## src/rtl/cheri_trvk_issuer.sv

```systemverilog
// Tracks outstanding capability loads (CLC) in order. It issues a tag
// reservation when a load is accepted, and a registered tag revocation or
// release request when the revocation-lookup response for the oldest load
// arrives.
module cheri_trvk_issuer #(
  parameter int Depth     = 2,
  parameter bit ErrClrTag = 1'b1
) (
  input  logic       clk_i,
  input  logic       rst_ni,
  input  logic       clc_req_i,
  input  logic [4:0] clc_rd_addr_i,
  output logic       clc_stall_o,
  input  logic       rvk_valid_i,
  input  logic       rvk_revoked_i,
  input  logic       rvk_err_i,
  output logic       trsv_en_o,
  output logic [4:0] trsv_addr_o,
  output logic [6:0] trsv_par_o,
  output logic       trvk_en_o,
  output logic       trvk_clrtag_o,
  output logic [4:0] trvk_addr_o,
  output logic [6:0] trvk_par_o,
  output logic       busy_o,
  output logic       alert_o
);

  localparam int PtrW = (Depth > 1) ? $clog2(Depth) : 1;
  localparam int CntW = $clog2(Depth + 1);
  localparam logic [CntW-1:0] DepthCnt = CntW'(Depth);
  localparam logic [PtrW-1:0] LastPtr  = PtrW'(Depth - 1);

  // Check bits of the inverted SECDED(39,32) code. The inversion makes an
  // all-zero word encode to a non-zero check field.
  function automatic logic [6:0] secded_inv_chk(input logic [31:0] d);
    logic [38:0] w;
    logic [6:0]  c;
    w    = {7'h0, d};
    c[0] = ^(w & 39'h002606BD25);
    c[1] = ^(w & 39'h00DEBA8050);
    c[2] = ^(w & 39'h00413D89AA);
    c[3] = ^(w & 39'h0031234ED1);
    c[4] = ^(w & 39'h00C2C1323B);
    c[5] = ^(w & 39'h002DCC624C);
    c[6] = ^(w & 39'h0098505586);
    return c ^ 7'h2a;
  endfunction

  function automatic logic [PtrW-1:0] ptr_inc(input logic [PtrW-1:0] p);
    return (p == LastPtr) ? '0 : p + PtrW'(1);
  endfunction

  logic [PtrW-1:0] wr_ptr_reg, wr_ptr_next;
  logic [PtrW-1:0] rd_ptr_reg, rd_ptr_next;
  logic [CntW-1:0] cnt_reg, cnt_next;
  logic [4:0]      entry_reg [Depth];
  logic            alert_reg, alert_next;
  logic            trvk_en_reg, trvk_en_next;
  logic            trvk_clrtag_reg, trvk_clrtag_next;
  logic [4:0]      trvk_addr_reg, trvk_addr_next;
  logic [6:0]      trvk_par_reg, trvk_par_next;
  logic            push, pop, spurious;
  logic [4:0]      head_addr;

  // A pending response frees a slot in the same cycle, so a full tracker
  // only stalls when no response is arriving.
  assign clc_stall_o = (cnt_reg == DepthCnt) && !rvk_valid_i;
  // x0 never holds a capability, so loads to it need no tracking.
  assign push        = rst_ni && clc_req_i && !clc_stall_o && (clc_rd_addr_i != 5'd0);
  assign pop         = rvk_valid_i && (cnt_reg != '0);
  assign spurious    = rvk_valid_i && (cnt_reg == '0);
  assign head_addr   = entry_reg[rd_ptr_reg];

  assign trsv_en_o   = push;
  assign trsv_addr_o = push ? clc_rd_addr_i : 5'd0;
  assign trsv_par_o  = secded_inv_chk({26'h0, trsv_en_o, trsv_addr_o});

  assign trvk_en_o     = trvk_en_reg;
  assign trvk_clrtag_o = trvk_clrtag_reg;
  assign trvk_addr_o   = trvk_addr_reg;
  assign trvk_par_o    = trvk_par_reg;
  assign busy_o        = (cnt_reg != '0);
  assign alert_o       = alert_reg;

  // Next-state for pointers, occupancy, alert and the revocation request.
  always_comb begin
    wr_ptr_next      = wr_ptr_reg;
    rd_ptr_next      = rd_ptr_reg;
    cnt_next         = cnt_reg;
    if (push) wr_ptr_next = ptr_inc(wr_ptr_reg);
    if (pop)  rd_ptr_next = ptr_inc(rd_ptr_reg);
    if (push && !pop) cnt_next = cnt_reg + CntW'(1);
    if (pop && !push) cnt_next = cnt_reg - CntW'(1);
    alert_next       = alert_reg || spurious || (cnt_reg > DepthCnt);
    trvk_en_next     = pop;
    trvk_clrtag_next = pop && (rvk_revoked_i || (rvk_err_i && ErrClrTag));
    trvk_addr_next   = pop ? head_addr : 5'd0;
    trvk_par_next    = secded_inv_chk({25'h0, trvk_en_next, trvk_clrtag_next, trvk_addr_next});
  end

  // Control and output state registers.
  always_ff @(posedge clk_i) begin
    if (!rst_ni) begin
      wr_ptr_reg      <= '0;
      rd_ptr_reg      <= '0;
      cnt_reg         <= '0;
      alert_reg       <= 1'b0;
      trvk_en_reg     <= 1'b0;
      trvk_clrtag_reg <= 1'b0;
      trvk_addr_reg   <= 5'd0;
      trvk_par_reg    <= 7'h2a;
    end else begin
      wr_ptr_reg      <= wr_ptr_next;
      rd_ptr_reg      <= rd_ptr_next;
      cnt_reg         <= cnt_next;
      alert_reg       <= alert_next;
      trvk_en_reg     <= trvk_en_next;
      trvk_clrtag_reg <= trvk_clrtag_next;
      trvk_addr_reg   <= trvk_addr_next;
      trvk_par_reg    <= trvk_par_next;
    end
  end

  genvar gi;
  generate
    for (gi = 0; gi < Depth; gi++) begin : g_entry
      // Each slot captures the destination address when the write pointer selects it.
      always_ff @(posedge clk_i) begin
        if (!rst_ni) begin
          entry_reg[gi] <= 5'd0;
        end else if (push && (wr_ptr_reg == PtrW'(gi))) begin
          entry_reg[gi] <= clc_rd_addr_i;
        end
      end
    end
  endgenerate

endmodule

```

## config.mk

```make
export PLATFORM = sky130hd
export DESIGN_NAME = cheri_trvk_issuer
export DESIGN_NICKNAME = d
export VERILOG_FILES = /design/src/rtl/cheri_trvk_issuer.sv
export SDC_FILE = /design/constraint.sdc
export NUM_CORES = 1
export LEC_CHECK = 0
export ABC_AREA = 1
export BUFFER_PORTS_ARGS = -buffer_cell sky130_fd_sc_hd__buf_4
export CORE_AREA = 3 3 61 63
export CTS_CLUSTER_SIZE = 25
export DETAILED_ROUTE_END_ITERATION = 12
export DIE_AREA = 0 0 64 66
export GPL_ROUTABILITY_DRIVEN = 0
export GPL_TIMING_DRIVEN = 0
export PLACE_DENSITY = 0.71
export SYNTH_ARGS = -nofsm -noshare
export SYNTH_HDL_FRONTEND = slang
export SYNTH_SLANG_ARGS = --single-unit
```

## constraint.sdc

```tcl
create_clock -name clk_i -period 1.9 [get_ports clk_i]
set_clock_uncertainty 0.1 [all_clocks]
set_input_delay 0.095 -clock clk_i [delete_from_list [all_inputs] [get_ports clk_i]]
set_output_delay 0.095 -clock clk_i [all_outputs]
set_load 0.01 [all_outputs]
```

==> summary.txt, run 1 <==
GRT met2 Usage = 0.2555
Synth area leaders = dfxtp_1 28%, edfxtp_1 21%, nand2_1 10%
unrepaired setup endpoints after global routing = no
worst-case reg-to-reg path depth = 10
max FFs per register = 10
Final Hold Viols = 0
Initial Util = 0.4373
worst slew pin tran = 0.2482 ns
Tot GR Track Use = 0.1412
pre-CTS setup slack = 0.08243 ns
CP Launch Type = input port
H-Tree Depth = 2
Crit. End Element = output pin
Via density = 4.430
DIE HEIGHT = 66 microns
P_leak = 0.9527 nW
FMAX = 560.8 MHz
share of cells above drive strength 1 = 0.3203
worst skew pair latency = 0.32 ns
Worst IR Drop VDD = 0.3535 mV
1st-pass router iterations = 4
Max-cap violations = 0
Post-Syn Nets = 189
setup_tns = 0 ns
CTS Buffer Depth = 2
vias in the first global route = 1112
Critical Path RT = 1.70 ns
Pwr Density = 899.2 nW/um^2
Synth Area per Inst = 8.115 sq um
initial antenna violation count = 0
final setup fails = 0
CTS Sinks = 30
Synth top area share = 0.2787
post-layout util = 0.5798
grt ovf = 0
nets = 242
# port buffers = 40
Max-Slew Margin vs Limit = 0.8339
hold path cells = 3
Detail Placement HPWL = 2.077 mm
met3 usage = 0.06463
final slew viol count = 0
Final min period = 1.783 ns
core area = 3284 sq um
wirelength, routed = 2.703 mm
EDFF count, synth = 10
CTS tree = yes
Tcrit/Tclk final = 0.9386
busiest grt layer = met2
library cells used by synthesis = 23
Setup CP Type = in -> out
Top FF cell, synth = dfxtp_1
drt wl/cell = 9.758 microns
Post-synth ARST share = 0
die width = 64 microns
largest net degree at the start of global routing = 11
Inserted Diodes = 0
die area = 4224 sq um
clock slew at reported path FFs = 0.08 ns
yosys warns = 0
CTS Root Cell = clkbuf_4
Syn Std Cell Area = 1436 sq um
sequential-to-total area share from yosys stat = 0.4878
Starting DRT DRC Count = 36
Rows = 21
Area Overhead vs Synth = 32.58%
via count = 1227
Final ANT Viol Nets = 0
GR Layer Usage met1 = 0.1318
# DRC = 0
Yosys top cell by area = dfxtp_1
worst path arrival time = 1.59 ns
Final WS setup = 0.1167 ns
Setup Buffers After CTS = 0
Hold Path Class = in -> reg
# IOs = 41
crit path max fanout = 5
Syn Inst Count = 177
global-route wire length before repair = 4.457 mm
Yosys reg bits = 30
status = complete, no violations
Num CTS Buffers = 5
==> path summary, 6_finish.rpt <==
kind	to	from	slack [ns]
worst min register to register	rd_ptr_reg	rd_ptr_reg	0.35
worst max register to register	cnt_reg[1]	cnt_reg[0]	0.20
worst max-delay path	trsv_par_o[4]	rvk_valid_i	0.12
worst min-delay path	entry_reg[1][1]	clc_rd_addr_i[1]	0.04
==> layout by cell type, fill, tap and decap left out, types with 2 or more instances in the layout <==
cell / count
inv_2: 7
o21ai_0: 5
nor2_1: 23
buf_4: 40
edfxtp_1: 10
clkbuf_1: 3
o21ai_2: 3
dfxtp_1: 19
o21ai_1: 2
inv_1: 27
nand2_1: 40
a21oi_1: 12
nor2_4: 4
xor2_1: 3
dlygate4sd3_1: 6
clkbuf_4: 5
nand2_2: 6
xnor2_1: 2
nand3_1: 4
==> where the power goes <==
group	internal, W	switching [W]	total, W
Combinational	0.000246	0.000340	0.000587
Clock	0.000147	0.000187	0.000334
Sequential	0.000744	0.0000481	0.000792
==> Yosys cell counts (2+ instances only) <==
cell,n
nand2_2,6
edfxtp_1,10
xor2_1,3
nor2_1,23
nor2_4,4
inv_2,7
a21oi_1,12
nand3_1,4
inv_1,27
nand2_1,40
o21ai_0,7
dfxtp_1,20
o21ai_2,3
xnor2_1,2
==> per-layer routing <==
metal	vias to the layer above	wire length (microns)
li1	650	-
met1	530	1034
met2	43	1398
met3	4	212
met4	0	58
met5	-	0
==> layout make-up <==
cell class | count | area, sq um
Tap cell | 46 | 57.56
Multi-Input combinational cell | 111 | 590.6
Buffer | 1 | 11.26
Fill cell | 317 | 1380
Inverter | 35 | 133.9
Clock buffer | 8 | 48.80
Timing Repair Buffer | 46 | 360.3
Sequential cell | 30 | 701.9
==> cells by family (layout without fill, tap and decap cells) <==
group	Yosys count	after routing	share of synthesized area
and+or+nand+nor	82	82	0.2814
buffers and inverters	36	90	0.1011
DFF	30	30	0.4878
AOI/OAI and AO/OA	23	23	0.09060
xor gates and xnor gates	5	5	0.03049
adders and majority gates	1	1	0.008709
==> metrics by stage <==
step / std cells / hold WS, ns / area [sq um] / total power [W]
after floorplan: 177 / 0.1334 / 1436 / 0.001188
after global placement: 263 / 0.2424 / 1794 / 0.001366
after detailed placement: 263 / 0.2458 / 1794 / 0.001382
after CTS: 277 / 0.02861 / 1903 / 0.001728
after global routing: 277 / 0.06195 / 1904 / 0.001846
final: 277 / 0.04406 / 1904 / 0.001712
==> critical path, cell delays in order <==
cell and delay, ns:
dlygate4sd3_1 0.55, buf_4 0.15, inv_2 0.06, nand3_4 0.09, nand2_4 0.08, inv_4 0.06
nand2_1 0.09, nand2_1 0.07, nand2_1 0.07, xor2_1 0.15, buf_4 0.14
==> what timing repair did <==
| item | CTS | global route |
|---|---|---|
| hold endpoints to repair | 10 | 0 |
| hold buffers | 6 | 0 |
| setup endpoints to repair | 0 | 3 |
| gates resized for setup | 0 | 3 |
(Power assumes the default switching activity.)
==> inputs of run 2 (changes only) <==
--- a/config.mk
+++ b/config.mk
@@ -7,13 +7,13 @@
 export LEC_CHECK = 0
 export ABC_AREA = 1
 export BUFFER_PORTS_ARGS = -buffer_cell sky130_fd_sc_hd__buf_4
-export CORE_AREA = 3 3 61 63
+export CORE_AREA = 3 3 69 71
 export CTS_CLUSTER_SIZE = 25
 export DETAILED_ROUTE_END_ITERATION = 12
-export DIE_AREA = 0 0 64 66
+export DIE_AREA = 0 0 72 74
 export GPL_ROUTABILITY_DRIVEN = 0
 export GPL_TIMING_DRIVEN = 0
-export PLACE_DENSITY = 0.71
+export PLACE_DENSITY = 0.58
 export SYNTH_ARGS = -nofsm -noshare
 export SYNTH_HDL_FRONTEND = slang
 export SYNTH_SLANG_ARGS = --single-unit
==> run 2 against run 1 <==
Global-route usage decreased by 3.1 points. Largest power group unchanged. Hold slack got worse by 0.035 ns. Critical path type is now reg -> reg. First-iteration DRC count decreased by 44%. Register-to-register slack about the same. Via count decreased by 5.8%. Critical endpoint is now cnt_reg[1]. Routed wire length decreased by 6.0%. Non-clock buffer count decreased by 4.
==> summary.txt, run 2 (synthesis results as in run 1) <==
status = complete, no violations (unchanged)
Min Hold Slack = 0.009221 ns (was 0.04406 ns)
1st-pass router iterations = 4 (unchanged)
Critical Path RT = 1.96 ns (was 1.70 ns)
grt ovf = 0 (unchanged)
core area = 4294 sq um (was 3284 sq um)
commonest non-fill, non-tap cells in the layout = 40 x nand2_1, 40 x buf_4, 27 x inv_1 (unchanged)
largest net degree at the start of global routing = 11 (unchanged)
total power = 0.001860 W (was 0.001712 W)
Initial Util = 0.3345 (was 0.4373)
Final Hold Viols = 0 (unchanged)
drt wl/cell = 9.111 microns (was 9.758 microns)
Setup Buffers After CTS = 0 (unchanged)
FMAX = 588.6 MHz (was 560.8 MHz)
nets = 238 (was 242)
# DRC = 0 (unchanged)
share of cells above drive strength 1 = 0.3304 (was 0.3203)
worst slew pin tran = 0.2341 ns (was 0.2482 ns)
clock slew at reported path FFs = 0.06 ns (was 0.08 ns)
H-Tree Depth = 2 (unchanged)
Setup CP Type = reg -> reg (was in -> out)
DIE HEIGHT = 74 microns (was 66 microns)
Placed Cells incl. Taps = 269 (was 263)
setup_tns = 0 ns (unchanged)
Final min period = 1.699 ns (was 1.783 ns)
via count = 1156 (was 1227)
Tot GR Track Use = 0.1101 (was 0.1412)
Detail Placement HPWL = 2.065 mm (was 2.077 mm)
Worst IR Drop VDD = 0.4327 mV (was 0.3535 mV)
# port buffers = 40 (unchanged)
crit path max fanout = 8 (was 5)
vias in the first global route = 1069 (was 1112)
CTS Sinks = 30 (unchanged)
Area Overhead vs Synth = 33.19% (was 32.58%)
global-route wire length before repair = 4.388 mm (was 4.457 mm)
Inserted Diodes = 0 (unchanged)
worst skew pair latency = 0.27 ns (was 0.32 ns)
Tcrit/Tclk final = 0.8942 (was 0.9386)
die width = 72 microns (was 64 microns)
Max-cap violations = 0 (unchanged)
unrepaired setup endpoints after global routing = no (unchanged)
Hold Path Class = in -> reg (unchanged)
post-route non-filler standard cell count = 279 (was 277)
CTS Buffer Depth = 2 (unchanged)
Pwr Density = 972.2 nW/um^2 (was 899.2 nW/um^2)
Rows = 24 (was 21)
worst path arrival time = 1.76 ns (was 1.59 ns)
Max-Slew Margin vs Limit = 0.8434 (was 0.8339)
Crit. End Element = register (was output pin)
max FFs per register = 10 (unchanged)
final slew viol count = 0 (unchanged)
P_leak = 0.9568 nW (was 0.9527 nW)
initial antenna violation count = 0 (unchanged)
wirelength, routed = 2.542 mm (was 2.703 mm)
CTS Root Cell = clkbuf_8 (was clkbuf_4)
# IOs = 41 (unchanged)
Final ANT Viol Nets = 0 (unchanged)
CP Launch Type = register (was input port)
Starting DRT DRC Count = 20 (was 36)
Num CTS Buffers = 5 (unchanged)
final setup fails = 0 (unchanged)
Via density = 4.143 (was 4.430)
die area = 5328 sq um (was 4224 sq um)
CTS tree = yes (unchanged)
-- run 2: timing repair --
action	in CTS	in global routing
hold buffers	2	0
resized for setup	0	1
setup endpoints to repair	0	1
hold endpoints to repair	1	0
-- run 2: metal layers --
| layer | part of all wire | up-vias | track usage |
|---|---|---|---|
| li1 | - | 642 | - |
| met1 | 0.43 | 461 | 0.1126 |
| met2 | 0.45 | 47 | 0.1898 |
| met3 | 0.098 | 6 | 0.05135 |
| met4 | 0.021 | 0 | 0.05637 |
| met5 | 0 | - | 0 |
-- run 2: final cells by class --
type                    count  area (sq um)
repair buffers             42         320.3
inverters                  35         133.9
plain buffers               1         11.26
clock inverters             2         7.507
well taps                  52         65.06
clock buffers               6         82.58
multi-input cells         111         590.6
flip-flops and latches     30         701.9
fillers                   440          2381
-- run 2: worst paths after layout --
path              startpoint         end  slack [ns]  depth (start not counted)
setup / recovery  cnt_reg[0]  cnt_reg[1]        0.20                         10
hold / removal        rst_ni  cnt_reg[1]       0.009                          3
setup reg to reg  cnt_reg[0]  cnt_reg[1]        0.20                         10
hold reg to reg   rd_ptr_reg  rd_ptr_reg        0.36                          1
-- run 2: stage by stage --
| stage | utilization | cell area, sq um | setup WS, ns |
|---|---|---|---|
| 2_1_floorplan | - | 1436 | 0.2558 |
| 3_3_place_gp | 0.4196 | 1802 | 0.1237 |
| 3_5_place_dp | 0.4196 | 1802 | 0.1356 |
| 4_1_cts | 0.4452 | 1912 | 0.1087 |
| 5_1_grt | 0.4455 | 1913 | 0.06271 |
| 6_report | 0.4455 | 1913 | 0.2010 |
-- run 2: critical path: stages (launching register included) --
cell     delay [ns]
dfxtp_2        0.38
inv_2          0.07
nand3_4        0.07
nand2_4        0.06
inv_4          0.10
nand2_8        0.09
ha_1           0.30
a21oi_1        0.11
o21ai_0        0.10
o21ai_0        0.16
a21oi_1        0.05
-- run 2: report_power, final --
part	internal (W)	leakage (nW)	switching, W
Sequential	0.000745	0.268	0.0000446
Combinational	0.000239	0.643	0.000329
Clock	0.000284	0.0463	0.000218
Total	0.00127	0.957	0.000592
==> inputs of run 3 (changes only) <==
==> config.mk (replaced) <==
export PLATFORM = sky130hd
export DESIGN_NAME = cheri_trvk_issuer
export DESIGN_NICKNAME = d
export VERILOG_FILES = /design/src/rtl/cheri_trvk_issuer.sv
export SDC_FILE = /design/constraint.sdc
export NUM_CORES = 1
export LEC_CHECK = 0
export ABC_AREA = 0
export ABC_CLOCK_PERIOD_IN_PS = 1900
export BUFFER_PORTS_ARGS = -buffer_cell sky130_fd_sc_hd__buf_4
export CORE_AREA = 3 3 65 67
export CTS_CLUSTER_SIZE = 25
export DETAILED_ROUTE_END_ITERATION = 12
export DIE_AREA = 0 0 68 70
export GPL_ROUTABILITY_DRIVEN = 0
export GPL_TIMING_DRIVEN = 0
export PLACE_DENSITY = 0.6
export SYNTH_ARGS = -nofsm -noshare
export SYNTH_HDL_FRONTEND = slang
export SYNTH_SLANG_ARGS = --single-unit
==> run 3 against run 2 <==
The flow now finishes with violations (negative hold slack). Largest power group unchanged. Critical endpoint unchanged. Critical path depth is 4 lower. Sequential share of layout area is 2.0 points higher. Highest routed layer unchanged. Area after synthesis is 9.6% lower.
==> summary.txt, run 3 <==
Post-synth ARST share = 0 (unchanged)
Detail Placement HPWL = 1.911 mm (was 2.065 mm)
Synth area leaders = dfxtp_1 31%, edfxtp_1 23%, xnor2_1 6.7% (was dfxtp_1 28%, edfxtp_1 21%, nand2_1 10%)
# IOs = 41 (unchanged)
# port buffers = 40 (unchanged)
# DRC = 0 (unchanged)
share of cells above drive strength 1 = 0.3539 (was 0.3304)
library cells used by synthesis = 25 (was 23)
Synth top area share = 0.3083 (was 0.2787)
unrepaired setup endpoints after global routing = no (unchanged)
worst path arrival time = 1.97 ns (was 1.76 ns)
Min Hold Slack = -0.005803 ns (was 0.009221 ns)
post-route non-filler standard cell count = 226 (was 279)
Pwr Density = 1056 nW/um^2 (was 972.2 nW/um^2)
Yosys top cell by area = dfxtp_1 (unchanged)
CTS Buffer Depth = 2 (unchanged)
Setup CP Type = reg -> reg (unchanged)
die width = 68 microns (was 72 microns)
Seq pwr share = 0.426 (was 0.425)
Max-cap violations = 0 (unchanged)
Initial Util = 0.3521 (was 0.3345)
sequential-to-total area share from yosys stat = 0.5395 (was 0.4878)
Syn Inst Count = 124 (was 177)
vias in the first global route = 947 (was 1069)
multi-input combinational cell area = 570.5 sq um (was 590.6 sq um)
Post-Syn Nets = 136 (was 189)
CTS Sinks = 30 (unchanged)
P_leak = 0.8133 nW (was 0.9568 nW)
R2R Setup Slk = 0.04 ns (was 0.20 ns)
fill count = 369 (was 440)
Area Overhead vs Synth = 39.79% (was 33.19%)
Syn Std Cell Area = 1299 sq um (was 1436 sq um)
Yosys reg bits = 30 (unchanged)
FMAX = 538.7 MHz (was 588.6 MHz)
status = complete, but fails checks (was complete, no violations)
Final Hold Viols = 1 (was 0)
Max-Slew Margin vs Limit = 0.6602 (was 0.8434)
failing checks = negative hold slack
Crit. End Element = register (unchanged)
Internal Power = 0.001362 W (was 0.001268 W)
Tot GR Track Use = 0.1160 (was 0.1101)
global-route wire length before repair = 4.071 mm (was 4.388 mm)
Rows = 22 (was 24)
final slew viol count = 0 (unchanged)
max FFs per register = 10 (unchanged)
core area = 3689 sq um (was 4294 sq um)
nets = 189 (was 238)
Sw Pwr = 0.0005556 W (was 0.0005921 W)
EDFF count, synth = 10 (unchanged)
grt ovf = 0 (unchanged)
die area = 4760 sq um (was 5328 sq um)
drt wl/cell = 11.00 microns (was 9.111 microns)
Inserted Diodes = 0 (unchanged)
crit path max fanout = 5 (was 8)
Placed Cells incl. Taps = 212 (was 269)
largest net degree at the start of global routing = 11 (unchanged)
commonest non-fill, non-tap cell in the layout = buf_4
Final min period = 1.856 ns (was 1.699 ns)
CP Launch Type = register (unchanged)
1st-pass router iterations = 4 (unchanged)
CTS tree = yes (unchanged)
Gate power share = 0.308 (was 0.305)
via count = 991 (was 1156)
DIE HEIGHT = 70 microns (was 74 microns)
worst slew pin tran = 0.5059 ns (was 0.2341 ns)
Starting DRT DRC Count = 11 (was 20)
Reg area = 703.2 sq um (was 701.9 sq um)
Tcrit/Tclk final = 0.9770 (was 0.8942)
Synth Area per Inst = 10.47 sq um (was 8.115 sq um)
clock slew at reported path FFs = 0.07 ns (was 0.06 ns)
commonest non-fill, non-tap cells in the layout = 44 x buf_4, 18 x dfxtp_1, 16 x nor2_1 (was 40 x nand2_1, 40 x buf_4, 27 x inv_1)
Worst IR Drop VDD = 0.4418 mV (was 0.4327 mV)
top post-synthesis cells by count = 20 x dfxtp_1, 17 x nor2_1, 12 x nand2_1, 10 x edfxtp_1, 10 x xnor2_1 (was 40 x nand2_1, 27 x inv_1, 23 x nor2_1, 20 x dfxtp_1, 12 x a21oi_1)
Final ANT Viol Nets = 0 (unchanged)
Clock Power Share = 0.267 (was 0.270)
Num CTS Buffers = 5 (unchanged)
most instantiated library cell after synthesis = dfxtp_1 (was nand2_1)
Hold Path Class = in -> reg (unchanged)
worst skew pair latency = 0.28 ns (was 0.27 ns)
sw frac = 0.2898 (was 0.3183)
H-Tree Depth = 2 (unchanged)
wirelength, routed = 2.486 mm (was 2.542 mm)
Via density = 4.385 (was 4.143)
final setup fails = 0 (unchanged)
Critical Path RT = 2.01 ns (was 1.96 ns)
Top FF cell, synth = dfxtp_1 (unchanged)
initial antenna violation count = 0 (unchanged)
CTS Root Cell = clkbuf_8 (unchanged)
yosys warns = 0 (unchanged)
## run 3: per-layer routing
layer	GRT usage	wire [microns]	vias to the layer above
met1	0.1274	1019	431
met4	0.06623	64	0
li1	-	-	510
met3	0.05627	249	6
met2	0.1777	1153	44
met5	0	0	-
## run 3: final cells by class
cell class	count	share of cell area
clock buffer	7	0.04755
tap	48	0.03308
inverter	5	0.01034
buffer	3	0.01172
clock inverter	1	0.002757
multi-input combinational	86	0.3143
timing repair buffer	46	0.1930
sequential	30	0.3873
## run 3: final timing paths
kind                  from             to  cells after the start
min reg2reg     rd_ptr_reg     rd_ptr_reg                      2
max reg2reg     cnt_reg[1]     cnt_reg[1]                      6
max             cnt_reg[1]     cnt_reg[1]                      6
min          rvk_revoked_i  trvk_clrtag_o                      3
## run 3: stage by stage
step	setup slack (ns)	util	TNS, ns	instance area [sq um]	power, W
floorplan	0.04753	-	0	1299	0.001201
global placement	-0.1664	0.4498	-0.8894	1659	0.001380
detailed placement	-0.2000	0.4498	-1.119	1659	0.001398
CTS	0.03664	0.4851	0	1789	0.001934
global route	0.0002325	0.4922	0	1815	0.002033
finish	0.04364	0.4922	0	1815	0.001917
## run 3: power groups by stage
stage	Sequential (W)	Clock, W	Combinational, W
5_1_grt	0.000823	0.000556	0.000654
6_report	0.000816	0.000512	0.000590
3_5_place_dp	0.000822	0	0.000576
2_1_floorplan	0.000831	0	0.000370
3_3_place_gp	0.000815	0	0.000564
4_1_cts	0.000816	0.000526	0.000591
## run 3: cell families (layout without fill, tap and decap cells)
group / count (synthesis) / count (layout) / synth area share
XOR/XNOR: 15 / 15 / 0.1117
multiplexers: 6 / 6 / 0.05588
flip-flops: 30 / 30 / 0.5395
AO/OA/AOI/OAI: 9 / 9 / 0.03468
AND/OR/NAND/NOR: 55 / 55 / 0.2177
buffers and inverters: 8 / 62 / 0.03083
adder cells (fa/ha/maj): 1 / 1 / 0.009632
## run 3: repair_timing
action                                  in CTS  in global routing
resized for setup                            5                  2
hold buffers                                 2                  0
endpoints found under the hold margin        2                  0
endpoints found under the setup margin       6                  6
cloned                                       0                  0
buffers inserted                             1                  3
## run 3: critical path, stage by stage, from the launching register on
cell and delay, ns:
dfxtp_2 0.34, nor3b_4 0.16, nor2_2 0.17, nand2b_1 0.14
ha_1 0.34, or3_1 0.38, a21oi_1 0.15
